<file path="src/rtl/seg7_reader.sv">
// Seven-segment display reader: debounces the segment pattern, decodes it to a
// digit and checks that accepted digits follow a counting sequence.
module seg7_reader #(
  parameter int STABLE_CYCLES = 4
) (
  input  logic       clk,
  input  logic       rst,
  input  logic [6:0] segments,
  output logic [3:0] digit,
  output logic       digit_valid,
  output logic       bad_pattern,
  output logic       seq_err,
  output logic [3:0] err_count,
  output logic       locked
);

  typedef enum logic {UNLOCKED, TRACK} state_t;

  localparam logic [3:0] STABLE = 4'(STABLE_CYCLES);

  state_t     state, state_nxt;
  logic [6:0] seg_q;
  logic [3:0] run_cnt, run_cnt_nxt;
  logic [3:0] digit_nxt, err_nxt;
  logic       dv_nxt, bad_nxt, seq_nxt;
  logic       eval;
  logic [4:0] dec;

  // {valid, digit}; exact match only
  function automatic logic [4:0] decode(input logic [6:0] s);
    case (s)
      7'h3F:   decode = {1'b1, 4'd0};
      7'h06:   decode = {1'b1, 4'd1};
      7'h5B:   decode = {1'b1, 4'd2};
      7'h4F:   decode = {1'b1, 4'd3};
      7'h66:   decode = {1'b1, 4'd4};
      7'h6D:   decode = {1'b1, 4'd5};
      7'h7D:   decode = {1'b1, 4'd6};
      7'h07:   decode = {1'b1, 4'd7};
      7'h7F:   decode = {1'b1, 4'd8};
      7'h6F:   decode = {1'b1, 4'd9};
      default: decode = {1'b0, 4'd0};
    endcase
  endfunction

  function automatic logic [3:0] sat_inc(input logic [3:0] v);
    sat_inc = (v == 4'hF) ? v : v + 4'd1;
  endfunction

  function automatic logic [3:0] succ(input logic [3:0] d);
    succ = (d == 4'd9) ? 4'd0 : d + 4'd1;
  endfunction

  always_comb begin
    run_cnt_nxt = 4'd1;
    if (segments == seg_q)
      run_cnt_nxt = (run_cnt >= STABLE) ? STABLE : run_cnt + 4'd1;
    // a run is judged only on the edge its count first reaches STABLE
    eval      = (run_cnt_nxt == STABLE) && (run_cnt != STABLE);
    dec       = decode(segments);
    state_nxt = state;
    digit_nxt = digit;
    err_nxt   = err_count;
    dv_nxt    = 1'b0;
    bad_nxt   = 1'b0;
    seq_nxt   = 1'b0;
    if (eval) begin
      if (dec[4]) begin
        dv_nxt    = 1'b1;
        digit_nxt = dec[3:0];
        state_nxt = TRACK;
        if (state == TRACK && dec[3:0] != succ(digit) && dec[3:0] != digit) begin
          seq_nxt = 1'b1;
          err_nxt = sat_inc(err_count);
        end
      end else begin
        bad_nxt = 1'b1;
        err_nxt = sat_inc(err_count);
      end
    end
  end

  always_ff @(posedge clk or posedge rst) begin
    if (rst) state <= UNLOCKED;
    else     state <= state_nxt;
  end

  always_ff @(posedge clk or posedge rst) begin
    if (rst) begin
      seg_q       <= '0;
      run_cnt     <= '0;
      digit       <= '0;
      digit_valid <= 1'b0;
      bad_pattern <= 1'b0;
      seq_err     <= 1'b0;
      err_count   <= '0;
    end else begin
      seg_q       <= segments;
      run_cnt     <= run_cnt_nxt;
      digit       <= digit_nxt;
      digit_valid <= dv_nxt;
      bad_pattern <= bad_nxt;
      seq_err     <= seq_nxt;
      err_count   <= err_nxt;
    end
  end

  assign locked = (state == TRACK);

endmodule
</file>
<file path="config.mk">
export PLATFORM = sky130hd
export DESIGN_NAME = seg7_reader
export DESIGN_NICKNAME = d
export VERILOG_FILES = /design/src/rtl/seg7_reader.sv
export SDC_FILE = /design/constraint.sdc
export NUM_CORES = 1
export LEC_CHECK = 0
export CORE_MARGIN = 10
export CORE_UTILIZATION = 48
export CTS_CLUSTER_SIZE = 20
export DETAILED_ROUTE_END_ITERATION = 10
export PLACE_DENSITY = 0.75
export SLEW_MARGIN = 5
export SYNTH_ARGS = -nofsm -noshare
export SYNTH_HDL_FRONTEND = slang
export SYNTH_SLANG_ARGS = --single-unit
export TNS_END_PERCENT = 50
</file>
<file path="constraint.sdc">
create_clock -name clk -period 2.5 [get_ports clk]
set_input_delay 0.25 -clock clk [delete_from_list [all_inputs] [get_ports clk]]
set_output_delay 0.25 -clock clk [all_outputs]
set_load 0.02 [all_outputs]
</file>
# After elaboration in Yosys (flattened, before gate mapping)
# Index checks and enable logic that the tools add are counted.
[word_totals]
ff_bits = 23
elab_cells = 49
input_bits = 9
output_inout_bits = 12
[op_classes]
n_eq_ne = 18
n_lt_le_gt_ge = 1
add_sub_neg = 3
n_reduce_logical = 5
muxes = 14
[ops]
columns = ["op", "n"]
rows = [
  ["5-bit one-hot mux with 10 select lines", 1],
  ["7-bit equality test (second input constant)", 7],
  ["4-bit two-way mux", 6],
  ["7-bit by 3-bit equality test with 1-bit output (second input constant)", 2],
  ["4-bit by 1-bit adder with 4-bit output (second input constant)", 3],
  ["4-bit equality test (second input constant)", 2],
  ["4-bit inequality test", 2],
  ["7-bit by 6-bit equality test with 1-bit output (second input constant)", 1],
  ["7-bit equality test", 1],
  ["1-bit two-way mux", 7],
  ["4-bit by 3-bit equality test with 1-bit output (second input constant)", 1],
  ["4-bit by 3-bit >= comparator with 1-bit output (second input constant)", 1],
  ["4-bit by 3-bit inequality test with 1-bit output (second input constant)", 1],
  ["2-bit AND reduction", 2],
  ["1-bit logical AND", 3],
  ["2-bit by 1-bit inequality test with 1-bit output (second input constant)", 1],
]

# Longest topological paths before layout
# Gate-level depths: netlist (run 1).
[depth]
word_depth = 8
mapped_depth = 9

# Worst setup path before layout (run 1)
# No wires, ideal clock.
[synth_timing]
path_kind = "register to register"
start = "register run_cnt[0]"
end = "register err_count[1]"
path_slack_ns = 0.124
synth_period_minus_slack_ns = 2.376
t_arrival_ns = 2.251
setup_time_ns = 0.125
t_required_ns = 2.375
n_path_buf = 0
path_stages_with_launch = 10
path_cell_list = "dfrtp_1 > inv_1 > ha_1 > nor2_1 > a311o_1 > or3b_2 > a31o_2 > nor2_1 > a31o_1 > mux2_4"
[synth_between]
elab_chain_len = 6
word_cells_on_any_way = 8
cone_classes = "add/sub (1); order compare (1); eq/ne (2); mux (2); reduce/logical (2)"
[synth_lines]
columns = ["element", "line_no", "rtl"]
rows = [
  ["start, declared", "23", "logic [3:0] run_cnt, run_cnt_nxt;"],
  ["start signal, assigned", "99", "run_cnt <= run_cnt_nxt;"],
  ["4-bit by 1-bit adder with 4-bit output / 4-bit by 3-bit >= comparator with 1-bit output (equally long branches)", "57", "run_cnt_nxt = (run_cnt >= STABLE) ? STABLE : run_cnt + 4'd1;"],
  ["4-bit two-way mux", "57", ""],
  ["4-bit two-way mux", "56", "if (segments == seg_q)"],
  ["4-bit by 3-bit equality test with 1-bit output", "59", "eval = (run_cnt_nxt == STABLE) && (run_cnt != STABLE);"],
  ["1-bit logical AND (*)", "59", ""],
  ["2-bit AND reduction (no source line) (*)", "--", ""],
  ["end signal, assigned", "104", "err_count <= err_nxt;"],
  ["end, declared", "13", "output logic [3:0] err_count,"],
]
# Every way passes the cells marked *; elsewhere a longest branch is shown, timed or not.
# A chain may end at the register's enable or synchronous reset.

# Final worst setup path (run 1)
[layout_timing]
start = "input port segments[6]"
end = "register err_count[1]"
[layout_between]
elab_chain_len = 7
word_cells_on_any_way = 22
cone_classes = "eq/ne (15); mux (3); reduce/logical (4)"
[layout_lines]
columns = ["element", "line_no", "rtl"]
rows = [
  ["start, declared", "8", "input logic [6:0] segments,"],
  ["7-bit equality test (tied with other cells)", "31", "case (s)"],
  ["5-bit one-hot mux with 10 select lines", "31", ""],
  ["4-bit inequality test", "72", "if (state == TRACK && dec[3:0] != succ(digit) && dec[3:0] != digit) begin"],
  ["1-bit logical AND (2 in series)", "72", ""],
  ["2-bit by 1-bit inequality test with 1-bit output (no source line)", "--", ""],
  ["2-bit AND reduction (no source line)", "--", ""],
]
# Several ways; a longest one is shown, not always the timed one.

==> run_results.csv, run 1 <==
group,metric,value,unit
setup_path,critPathMaxFanout,4,
setup_path,cp-start-kind,"input port",
final_layout,final_cells,216,
yosys,synth_area_leaders,"dfrtp_1 (42%), xnor2_1 (6.3%), nor2_1 (3.3%)",
yosys,syn_nets,145,
sta,drv_slew,0,
flow_run,cap_violations,0,
final_layout,final_area,1870,sq um
sta,slew_headroom,38.7,%
setup_path,end_kind,"register",
place,portBuffers,20,
floorplan,die_h,73.6,microns
detailed_routing,drc_errors,0,
global_route,grt_first_pass_wirelength,5.93,mm
setup_path,timing.critical_path.required,2.73,ns
final_layout,multi_input_comb_area,736,sq um
clocking,clock_latency,0.33,ns
global_route,grt_overflow,0,
yosys,synth_most_common_cell,"dfrtp_1",
sta,hold_ws,0.314,ns
floorplan,dieArea,5420,sq um
yosys,yosysWarningCount,0,
yosys,synth.largest_area_cell,"dfrtp_1",
sta,worst_slew_pin_slew,0.918,ns
worst_hold_path,hold_class,"input port to register",
floorplan,die_w,73.6,microns
power_and_ir_drop,sequentialPowerShare,54.8,%
sta,fin_skew,0.00268,ns
global_route,grt_max_degree,24,
power_and_ir_drop,switching_share,28.2,%
sta,rsz0062_at_grt,"no",
clocking,cts_root_buf,"clkbuf_4",
clocking,clk_pin_slew_worst_paths,0.14,ns
power_and_ir_drop,p_comb_share,19.4,%
yosys,synth-seq-cells,23,
setup_path,worst_ep_arrival_time,2.58,ns
place,routabilityCongestion,0.923,
final_layout,fillers,242,
detailed_routing,vias_per_cell,5.50,
yosys,synth_edf_count,0,
final_layout,utilization,68.0,%
final_layout,areaGrowthSynthToFinish,35.8,%
final_layout,n_antenna_cell,0,
clocking,cts_num_sinks,23,
place,post_dp_cell_area,1800,sq um
yosys,synth_common_cells,"dfrtp_1 (23), nor2_1 (12), xnor2_1 (10)",
detailed_routing,firstDrtPassIters,4,
global_route,grt_pass1_vias,1280,
floorplan,rows,19,
yosys,ys.flop_type,"dfrtp_1",
power_and_ir_drop,clockPowerShare,25.8,%
sta,min_period_over_period,94.2,%
power_and_ir_drop,p_leak,0.897,nW
final_layout,seq_area,576,sq um
sta,final_hold_viol_count,0,
yosys,syn_inst,133,
run_status,outcome,"complete, no violations",
yosys,ys_seq_area_share,41.7,%
place,hpwlAfterDp,2.70,mm
power_and_ir_drop,peakVddDrop,335,uV
setup_path,setup.worst_path.class,"input port to register",
detailed_routing,avgRoutedWirePerCell,16.1,microns
power_and_ir_drop,internal_power,0.522,mW
clocking,clk_path_buf_depth,2,
sta,max_freq,0.425,GHz
yosys,ys_types,51,
clocking,htree_levels,1,
detailed_routing,first_iter_violations,77,
yosys,syn_area,1380,sq um
yosys,synth_async_sr_flop_share,100,%
final_layout,nets,198,
clocking,cts_tree,"built",
final_layout,layout-drive-gt1-share,27.0,%
sta,period_needed,2.35,ns
detailed_routing,via_count,1187,
place,dpl.cell_count,208,
clocking,cts_buffers,3,
global_route,grt_antenna_before_repair,0,
floorplan,coreArea,2760,sq um
clocking,cts_hold_buf,0,
floorplan,initial_core_util,50.0,%
detailed_routing,wl,3.47,mm
floorplan,ioPinCount,21,
power_and_ir_drop,p_per_area,388,nW/um^2
yosys,avgSynthCellArea,10.4,sq um
global_route,track_usage,13.6,%
power_and_ir_drop,p_sw,0.205,mW
sta,setup_violations,0,
yosys,synth_top_area_share,41.7,%
detailed_routing,ant_nets,0,
[registers in the layout, summed over array words and instances (netlist names)]
name,count
digit_valid,1
seg_q,7
locked,1
seq_err,1
run_cnt,4
err_count,4
digit,4
bad_pattern,1
[final cells by class]
type	instances	share of cell area [%]
sequential	23	30.7
timing repair buffer	54	24.6
multi-input combinational	95	39.3
tap	31	2.07
clock buffer	3	1.20
inverter	9	1.80
clock inverter	1	0.401
[per-layer routing]
metal / vias to the layer above / GRT usage [%] / wire [microns]
met5: - / 0 / 0
met4: 0 / 6.63 / 68
met3: 6 / 4.31 / 160
met2: 19 / 23.3 / 1800
met1: 576 / 14.8 / 1450
li1: 586 / - / -
[what timing repair did]
item | CTS | global route
setup buffers | 1 | 3
hold endpoints to repair | 0 | 0
endpoints found under the setup margin | 1 | 4
gates resized for setup | 0 | 5
[worst max-delay path: stages]
cell	delay, ns
clkdlybuf4s50_1	0.54
and4bb_1	0.28
and2_1	0.21
or2_2	0.33
xnor2_1	0.17
o31ai_4	0.28
a31o_1	0.22
mux2_4	0.30
[cells by family after synthesis]
group	Yosys count	share of synthesized area, %
AOI/OAI and AO/OA	28	16.8
xor gates and xnor gates	12	8.61
adders and majority gates	3	2.72
buffers and inverters	15	5.62
DFF	23	41.7
muxes	3	2.72
other	1	0.272
and+or+nand+nor	48	21.6
[power by group through the flow]
stage / registers [mW] / logic [mW] / clock network, mW
2_1_floorplan: 0.412 / 0.0678 / 0
3_3_place_gp: 0.405 / 0.137 / 0
3_5_place_dp: 0.406 / 0.140 / 0
4_1_cts: 0.398 / 0.141 / 0.191
5_1_grt: 0.400 / 0.155 / 0.205
6_report: 0.398 / 0.141 / 0.188
[cells in the final DEF (no fill, tap or decap), types with 4 or more instances in the layout]
| master | instances |
|---|---|
| xnor2_1 | 10 |
| o31ai_1 | 4 |
| nand3_1 | 6 |
| nand2_1 | 4 |
| inv_1 | 9 |
| dfrtp_1 | 23 |
| buf_4 | 34 |
| nor2_1 | 12 |
| and3_1 | 5 |
| clkdlybuf4s50_1 | 18 |
[stage by stage]
stage               total power [mW]  TNS (ns)  setup WS (ns)
floorplan                      0.479         0          0.124
global placement               0.542    -0.924         -0.213
detailed placement             0.545     -1.46         -0.252
CTS                            0.731         0         0.0700
global route                   0.760         0        0.00810
finish                         0.727         0          0.146
[worst paths after layout]
| path | startpoint | to | slack (ns) | cells after the start |
|---|---|---|---|---|
| max | segments[6] | err_count[1] | 0.15 | 8 |
| min | segments[2] | seg_q[2] | 0.31 | 2 |
| max reg2reg | run_cnt[0] | err_count[1] | 0.19 | 9 |
| min reg2reg | run_cnt[3] | run_cnt[0] | 0.54 | 1 |
| max in group asynchronous | rst | run_cnt[2] | 1.54 | 2 |
| min in group asynchronous | rst | bad_pattern | 0.40 | 2 |
(Power assumes the default switching activity.)
==> run 2: changes to the inputs <==
- CORE_UTILIZATION: 48 -> 57
- PLACE_DENSITY: 0.75 -> 0.84
- clock period: 2.5 -> 3 ns (I/O delays scaled with it)
==> run_results.csv, run 2 (same netlist as run 1, synthesis figures left out) <==
group,metric,value,unit
power_and_ir_drop,internal_power,0.419,mW
final_layout,fillers,184,
detailed_routing,vias_per_cell,6.03,
floorplan,coreArea,2250,sq um
sta,setup_tns,0,ns
clocking,cts_setup_buffers,0,
setup_path,timing.critical_path.required,3.22,ns
clocking,clock_latency,0.33,ns
sta,min_period_over_period,87.9,%
flow_run,cap_violations,0,
final_layout,n_antenna_cell,0,
detailed_routing,firstDrtPassIters,4,
setup_path,r2r_start,"run_cnt[0]",
clocking,cts_buffers,3,
floorplan,ioPinCount,21,
detailed_routing,wl,3.09,mm
final_layout,nets,168,
sta,worst_slew_pin_slew,0.860,ns
global_route,grt_first_pass_wirelength,5.39,mm
clocking,clk_pin_slew_worst_paths,0.14,ns
clocking,cts_tree,"built",
setup_path,cp-startpoint,"segments[4]",
floorplan,die_h,69.2,microns
final_layout,final_cell_mix,"dfrtp_1 (23), clkdlybuf4s50_1 (20), nor2_1 (12)",
power_and_ir_drop,sequentialPowerShare,57.0,%
sta,final_hold_viol_count,0,
detailed_routing,via_count,1103,
worst_hold_path,hold_class,"input port to asynchronous set/reset pin",
setup_path,end_kind,"register",
floorplan,initial_core_util,61.2,%
final_layout,layout-drive-gt1-share,12.3,%
power_and_ir_drop,p_comb_share,16.6,%
clocking,clk_path_buf_depth,2,
final_layout,final_area,1630,sq um
final_layout,areaGrowthSynthToFinish,18.2,%
detailed_routing,ant_nets,0,
setup_path,r2r_slack,0.38,ns
global_route,track_usage,13.2,%
place,routabilityCongestion,0.917,
power_and_ir_drop,p_leak,0.730,nW
setup_path,setup.worst_path.class,"input port to register",
global_route,grt_overflow,0,
final_layout,top_register,"seg_q",
final_layout,layout_commonest_cell,"dfrtp_1",
floorplan,rows,17,
clocking,cts_num_sinks,23,
place,hpwlAfterDp,2.36,mm
run_status,outcome,"complete, no violations",
setup_path,worst_r2r_endpoint,"err_count[1]",
final_layout,largest_register_ffs,7,
sta,rsz0062_at_grt,"no",
clocking,htree_levels,1,
global_route,grt_max_degree,24,
power_and_ir_drop,p_sw,0.163,mW
clocking,cts_hold_buf,0,
global_route,grt_antenna_before_repair,0,
power_and_ir_drop,clockPowerShare,26.3,%
floorplan,die_w,69.2,microns
setup_path,crit_end,"err_count[1]",
sta,setup_violations,0,
place,post_dp_cell_area,1600,sq um
place,portBuffers,20,
global_route,grt_pass1_vias,1172,
final_layout,utilization,72.4,%
sta,slew_headroom,42.6,%
clocking,cts_root_buf,"clkbuf_4",
floorplan,dieArea,4790,sq um
detailed_routing,first_iter_violations,64,
power_and_ir_drop,switching_share,28.0,%
power_and_ir_drop,p_per_area,357,nW/um^2
sta,fin_skew,0.00560,ns
detailed_routing,avgRoutedWirePerCell,16.9,microns
setup_path,critPathMaxFanout,9,
sta,max_freq,0.379,GHz
sta,drv_slew,0,
final_layout,final_cells,183,
setup_path,reg2reg_depth,9,
power_and_ir_drop,peakVddDrop,388,uV
clocking,ctsResizeCount,0,
setup_path,cp-start-kind,"input port",
sta,period_needed,2.64,ns
sta,hold_ws,0.433,ns
place,dpl.cell_count,179,
detailed_routing,drc_errors,0,
setup_path,worst_ep_arrival_time,2.86,ns
## run 2: cell types whose count changed in the layout (fill, tap and decap cells not counted)
cell             before  now
buf_4                34    4
clkdlybuf4s50_1      18   20
dlymetal6s2s_1        2    0
nor4b_1               1    2
nor4b_2               1    0
o21ai_0               2    3
o21ai_1               1    0
or3b_2                0    1
or3b_4                1    0
## run 2: cell type report
type | count | area [sq um] | share of cell area, %
well taps | 28 | 35.0 | 2.15
clock inverters | 1 | 7.51 | 0.460
multi-input cells | 95 | 727 | 44.6
inverters | 9 | 33.8 | 2.07
clock buffers | 3 | 22.5 | 1.38
repair buffers | 24 | 230 | 14.1
flip-flops and latches | 23 | 576 | 35.3
## run 2: power groups by stage
stage	combinational [mW]	sequential [mW]	clock [mW]
2_1_floorplan	0.0565	0.343	0
3_3_place_gp	0.0944	0.337	0
3_5_place_dp	0.0971	0.338	0
4_1_cts	0.0977	0.332	0.156
5_1_grt	0.106	0.334	0.171
6_report	0.0968	0.332	0.153
## run 2: worst min-delay path by stage
stage,from,to,cells past startpoint
after floorplan,rst,bad_pattern,1
after global placement,run_cnt[3],run_cnt[0],1
after detailed placement,run_cnt[3],run_cnt[0],1
after CTS,rst,digit[1],2
after global routing,rst,bad_pattern,2
final,rst,digit[1],2
## run 2: metrics by stage
stage / setup WS, ns / power (mW)
floorplan: 0.624 / 0.400
global placement: 0.153 / 0.432
detailed placement: 0.0177 / 0.435
CTS: 0.370 / 0.586
global route: 0.221 / 0.612
finish: 0.363 / 0.582
## run 2: routing by layer
| metal | routed length, microns | track usage [%] |
|---|---|---|
| met5 | 0 | 0 |
| met4 | 53 | 6.21 |
| met3 | 190 | 3.57 |
| met2 | 1580 | 22.7 |
| met1 | 1270 | 14.5 |
## run 2: critical path: stages
cell	delay, ns
clkdlybuf4s50_1	0.74
xnor2_1	0.15
nor4b_1	0.49
nor4_1	0.10
o211a_1	0.27
o31ai_4	0.25
a31o_1	0.24
mux2_4	0.32
==> RTL edit 1, RTL diff (flow settings as in run 1) <==
Add an input register stage for `segments`, without a reset; this delays it by one clock.
--- a/src/rtl/seg7_reader.sv
+++ b/src/rtl/seg7_reader.sv
@@ -19,2 +19,8 @@
   localparam logic [3:0] STABLE = 4'(STABLE_CYCLES);
+
+  logic [6:0] segments_q;
+
+  always_ff @(posedge clk) begin
+    segments_q <= segments;
+  end
 
@@ -55,3 +61,3 @@
     run_cnt_nxt = 4'd1;
-    if (segments == seg_q)
+    if (segments_q == seg_q)
       run_cnt_nxt = (run_cnt >= STABLE) ? STABLE : run_cnt + 4'd1;
@@ -59,3 +65,3 @@
     eval      = (run_cnt_nxt == STABLE) && (run_cnt != STABLE);
-    dec       = decode(segments);
+    dec       = decode(segments_q);
     state_nxt = state;
@@ -97,3 +103,3 @@
     end else begin
-      seg_q       <= segments;
+      seg_q       <= segments_q;
       run_cnt     <= run_cnt_nxt;
Behaviour: not the same (Yosys sat finds a counterexample within 10 cycles, from zero or initial values and one cycle with rst high).
==> RTL edit 1 against run 1 <==
  * Sequential power rose by 35%
  * Clock power rose by 65%
  * Clock skew rose by 0.0086 ns
  * Sequential cell count rose by 7
  * Area after synthesis rose by 11%
  * First-iteration DRC count fell by 23%
  * Sequential share of layout area rose by 8.1 points
  * Setup slack got worse by 0.011 ns
  * Design area fell by 1.1%
  * Via count fell by 2.5%
  * Hold slack improved by 0.034 ns
  * Final cell count fell by 2.8%
  * Wire length fell by 14%
  * Power rose by 32%
  * Largest power group unchanged
==> RTL edit 1: results (changes against run 1) <==
- The leakage power total came to 0.788 nW (-12%).
- The depth of the worst register-to-register path came to 7 (-2).
- The number of global-route vias before repair is 1129 (-12%).
- The H-tree depth is 2 (+1).
- The setup clock skew after layout is 0.0112 ns (+0.00856 ns).
- The sum of net half-perimeters after detailed placement is 2250 microns (-17%).
- The iteration-0 DRC count of the detailed router was 59 (-23%).
- The routed wire length per instance came to 14.2 microns (-12%).
- The clock-pin slew reported for the worst setup and hold paths after clock tree synthesis is 0.10 ns (-0.04 ns).
- The global-route wire length before repair was 5140 microns (-13%).
- The net count of the mapped netlist is 154 (+6.2%).
- The maximum net fanout on the critical path is 8 (+4).
- The count of filler cells inserted in the layout came to 273 (+13%).
- The fraction of registers with async set or reset after synthesis came to 76.7% (-23 points).
- The commonest cells after synthesis are dfrtp_1 (23), inv_1 (10), nor2_1 (8).
- The area share of fa/ha/maj cells after synthesis is 2.45% (-0.27 points).
- The maximum vdd drop is 0.000344 V (+2.5%).
- The compound-gate portion of the synthesized area is 16.7% (-0.051 points).
- The end of the worst hold path is segments_q[4]$_DFF_P_.
- The post-synthesis xor/xnor area fraction came to 7.99% (-0.62 points).
- The slowest stage of the critical path is the dfxtp_1 cell.
- The proportion of synthesized area in mux cells is 2.85% (+0.13 points).
- The measured slew at the worst slew-check pin was 0.859 ns (-0.0588 ns).
- The launch point of the worst hold path is segments[4].
- The TritonCTS buffer count is 5 (+2).
- The endpoint identified for the worst register-to-register timing path is err_count[3]$_DFFE_PP0P_.
- The data arrival at the endpoint of the critical path is 2.62 ns (+0.04 ns).
- Sorting the synthesized cells by area gives the leading types as dfrtp_1 (38%), dfxtp_1 (9.1%), xnor2_1 (4.0%).
- The overall via count from detail_route is 1157 (-2.5%).
- The unique cell type count in the Yosys netlist came to 56 (+9.8%).
- The share of synthesized area occupied by flip-flops and latches is 46.7% (+5.0 points).
- The global routing usage summed across all routing layers was 10.5% (-3.1 points).
- The share of layout cells above drive strength 1 is 16.9% (-10 points).
- The final standard cell count with taps included and fillers excluded is 210 (-2.8%).
- The share of total power in combinational logic is 11.7% (-7.7 points).
- The cell count of the worst hold path came to 1 (-1).
- The flow ran to the end, and the final reports show no timing, DRC or antenna violations.
- The switching power total is 0.260 mW (+27%).
- In this run the clock root is driven by a clkbuf_4.
- The number of nets in the layout is 177 (-11%).
## RTL edit 1: final cells by class
type / count / area share, %
timing repair buffer: 22 / 11.6
inverter: 10 / 2.03
clock inverter: 2 / 0.675
multi-input combinational: 96 / 41.1
sequential: 30 / 38.8
tap: 44 / 2.97
clock buffer: 6 / 2.77
## RTL edit 1: through the flow
step | hold slack, ns | area [sq um] | setup TNS, ns | setup slack (ns) | power [mW]
2_1_floorplan | 0.252 | 1530 | 0 | 0.340 | 0.611
3_3_place_gp | 0.456 | 1770 | 0 | 0.192 | 0.655
3_5_place_dp | 0.453 | 1770 | 0 | 0.0161 | 0.659
4_1_cts | 0.337 | 1830 | 0 | 0.0383 | 0.969
5_1_grt | 0.350 | 1850 | -0.00472 | -0.00472 | 1.01
6_report | 0.348 | 1850 | 0 | 0.135 | 0.958
## RTL edit 1: per-layer routing
metal	up-vias	wire length [microns]	GRT usage, %
met2	24	1470	17.6
met5	-	0	0
met1	558	1300	11.6
li1	566	-	-
met4	0	70	5.02
met3	9	141	3.66
==> RTL edit 2, RTL diff (flow settings as in run 1) <==
Made on the original files. Reset style: synchronous (`rst`), changed in 2 clocked blocks.
--- a/src/rtl/seg7_reader.sv
+++ b/src/rtl/seg7_reader.sv
@@ -82,3 +82,3 @@
 
-  always_ff @(posedge clk or posedge rst) begin
+  always_ff @(posedge clk) begin
     if (rst) state <= UNLOCKED;
@@ -87,3 +87,3 @@
 
-  always_ff @(posedge clk or posedge rst) begin
+  always_ff @(posedge clk) begin
     if (rst) begin
Formal check against the unedited RTL: differs if rst is asserted again (counterexample within 10 cycles, from zero or initial values and one cycle with rst high); with rst held inactive, the same outputs for 10 cycles.
==> RTL edit 2 against run 1 <==
  * Setup slack got worse by 0.099 ns
  * Wire length increased by 0.58%
  * Sequential power decreased by 5%
  * Global-route usage decreased by 0.61 points
  * Register-to-register slack got worse by 0.06 ns
  * Design area decreased by 0.93%
  * Power decreased by 9.9%
  * Sequential cell count unchanged
  * Critical path depth decreased by 1
  * Die area decreased by 1.4%
  * Area after synthesis decreased by 2.0%
  * Highest routed layer unchanged
==> RTL edit 2: results (changes against run 1) <==
- The per-cell via count in the routed design is 5.70 (+3.7%).
- The H-tree depth is 1 (unchanged).
- The net count of the mapped netlist was 175 (+21%).
- The data arrival at the endpoint of the critical path is 2.70 ns (+0.12 ns).
- The endpoint identified for the worst register-to-register timing path is err_count[0]$_SDFFE_PP0P_.
- The sum of net half-perimeters after detailed placement is 2710 microns (+0.40%).
- The instance count of the mapped netlist is 163 (+23%).
- The run finished with clean final reports.
- The root buffer cell is clkbuf_4.
- The number of global-route vias before repair was 1315 (+2.7%).
- The depth of the worst register-to-register path is 11 (+2).
- The share of layout cells above drive strength 1 is 22.8% (-4.2 points).
- The unique cell type count in the Yosys netlist is 52 (+2.0%).
- The most flop-heavy register is seg_q.
- The global routing usage summed across all routing layers is 13.0% (-0.61 points).
- The number of synthesis warnings was 0 (unchanged).
- For hold timing, the worst endpoint is seg_q[0]$_SDFF_PP0_.
- The maximum vdd drop came to 0.000269 V (-20%).
- Yosys attributes the largest share of cell area to dfxtp_1 (34%), xor2_1 (6.5%), nor2b_1 (4.2%).
- The global-route wire length before repair came to 5650 microns (-4.7%).
- In this run the most critical hold path is launched from segments[0].
- The tightest min-delay check is of the in -> reg type.
- The maximum net fanout on the critical path is 5 (+1).
- The setup clock skew after layout is 0.00673 ns (+0.00405 ns).
- The largest net degree at the start of global routing is 15 (-38%).
- The port buffer count came to 20 (unchanged).
- Sorting the synthesized cells by how often they occur yields dfxtp_1 (23), nor2_1 (14), nand2_1 (10), xor2_1 (10).
- The cell count of the worst hold path is 2 (unchanged).
- The fraction of registers with async set or reset after synthesis is 0% (-100 points).
- The leakage power total is 0.824 nW (-8.1%).
- The final RePlAce weighted congestion is 0.910 (-1.3%).
- The TritonCTS buffer count came to 3 (unchanged).
- The internal reg-to-reg setup slack is 0.13 ns (-0.06 ns).
- The number of antenna violations at the first check in global routing is 0 (unchanged).
- The first-pass iteration count of the detailed router is 4 (unchanged).
- The flip-flop count of the largest register after layout is 7 (unchanged).
- The share of synthesized area occupied by flip-flops and latches is 34.0% (-7.7 points).
- The number of buffers on the longest clock path came to 2 (unchanged).
- The clock-pin slew reported for the worst setup and hold paths after clock tree synthesis came to 0.12 ns (-0.02 ns).
- The count of filler cells inserted in the layout was 223 (-7.9%).
- The iteration-0 DRC count of the detailed router came to 85 (+10%).
- The number of nets in the layout came to 219 (+11%).
- The routed wire length per instance is 14.7 microns (-8.3%).
- The reg-to-reg startpoint is run_cnt[0]$_SDFF_PP0_.
- The measured slew at the worst slew-check pin is 0.547 ns (-0.371 ns).
- The cell count after placement was 232 (+12%).
- The overall via count from detail_route came to 1350 (+14%).
- The clock latency on the worst-skew pair is 0.31 ns (-0.02 ns).
- The number of diodes came to 0 (unchanged).
==> RTL edit 2: cell types whose count changed after synthesis, sizes merged, moves of 5 or more <==
cell    delta
dfrtp     -23
o31ai      -5
nor2b      +8
xnor2      -9
nand2      +6
a21oi      +6
clkbuf     +5
xor2       +9
dfxtp     +23
==> RTL edit 2: area by class of cell <==
class,instances,share of cell area (%)
clock buffer,4,1.42
inverter,9,1.82
multi-input combinational,119,45.7
sequential,23,24.8
tap,31,2.09
timing repair buffer,51,24.2
==> RTL edit 2: worst max-delay path, stage by stage <==
cell and delay, ns:
clkdlybuf4s50_1 0.52, or4_4 0.60, a31o_1 0.23, a2111o_1 0.46
o311a_1 0.17, or3_4 0.34, a21oi_2 0.12
==> RTL edit 2: per-layer routing <==
layer  up-vias  track usage, %  share of wire, %
li1        674               -                 -
met1       642            14.0                41
met2        27            22.6                51
met3         7            4.22               6.2
met4         0            5.49               1.9
met5         -               0                 0
==> RTL edit 2: repair_timing <==
item / CTS / global route
hold buffers: 0 / 0
resized for setup: 1 / 15
endpoints found under the hold margin: 0 / 0
pin swaps: 1 / 5
endpoints found under the setup margin: 2 / 4
setup buffers: 0 / 1
==> RTL edit 2: metrics by stage <==
step,worst slack (ns),cell area [sq um],hold WS (ns),TNS [ns]
final,0.0467,1860,0.310,0
after global routing,-0.0179,1860,0.303,-0.0294
after CTS,-0.0143,1790,0.521,-0.0143
after detailed placement,-0.366,1760,0.501,-1.59
after global placement,-0.292,1760,0.493,-1.14
after floorplan,0.0811,1350,0.330,0
==> RTL edit 2: logic make-up (layout without fill, tap and decap cells) <==
| group | count (synthesis) | count (layout) | share of synthesized area (%) |
|---|---|---|---|
| flip-flops | 23 | 23 | 34.0 |
| multiplexers | 2 | 2 | 1.57 |
| buffers and inverters | 21 | 64 | 6.84 |
| other | 1 | 1 | 0.277 |
| AND/OR/NAND/NOR | 69 | 69 | 28.6 |
| XOR/XNOR | 11 | 11 | 7.12 |
| adder cells (fa/ha/maj) | 3 | 3 | 2.78 |
| AO/OA/AOI/OAI | 33 | 33 | 18.8 |
==> RTL edit 2: power by group <==
part / internal [mW] / switching (mW) / total (mW)
Sequential: 0.374 / 0.00471 / 0.379
Clock: 0.0624 / 0.109 / 0.171
Combinational: 0.0532 / 0.0514 / 0.105
==> RTL edit 2: worst max-delay path by stage <==
stage | startpoint | endpoint | cells after the start
after floorplan | segments[6] | err_count[0]$_SDFFE_PP0P_ | 8
after global placement | segments[6] | err_count[0]$_SDFFE_PP0P_ | 8
after detailed placement | segments[3] | err_count[3]$_SDFFE_PP0P_ | 9
after CTS | segments[3] | err_count[3]$_SDFFE_PP0P_ | 8
after global routing | segments[1] | err_count[0]$_SDFFE_PP0P_ | 8
final | segments[1] | err_count[0]$_SDFFE_PP0P_ | 7
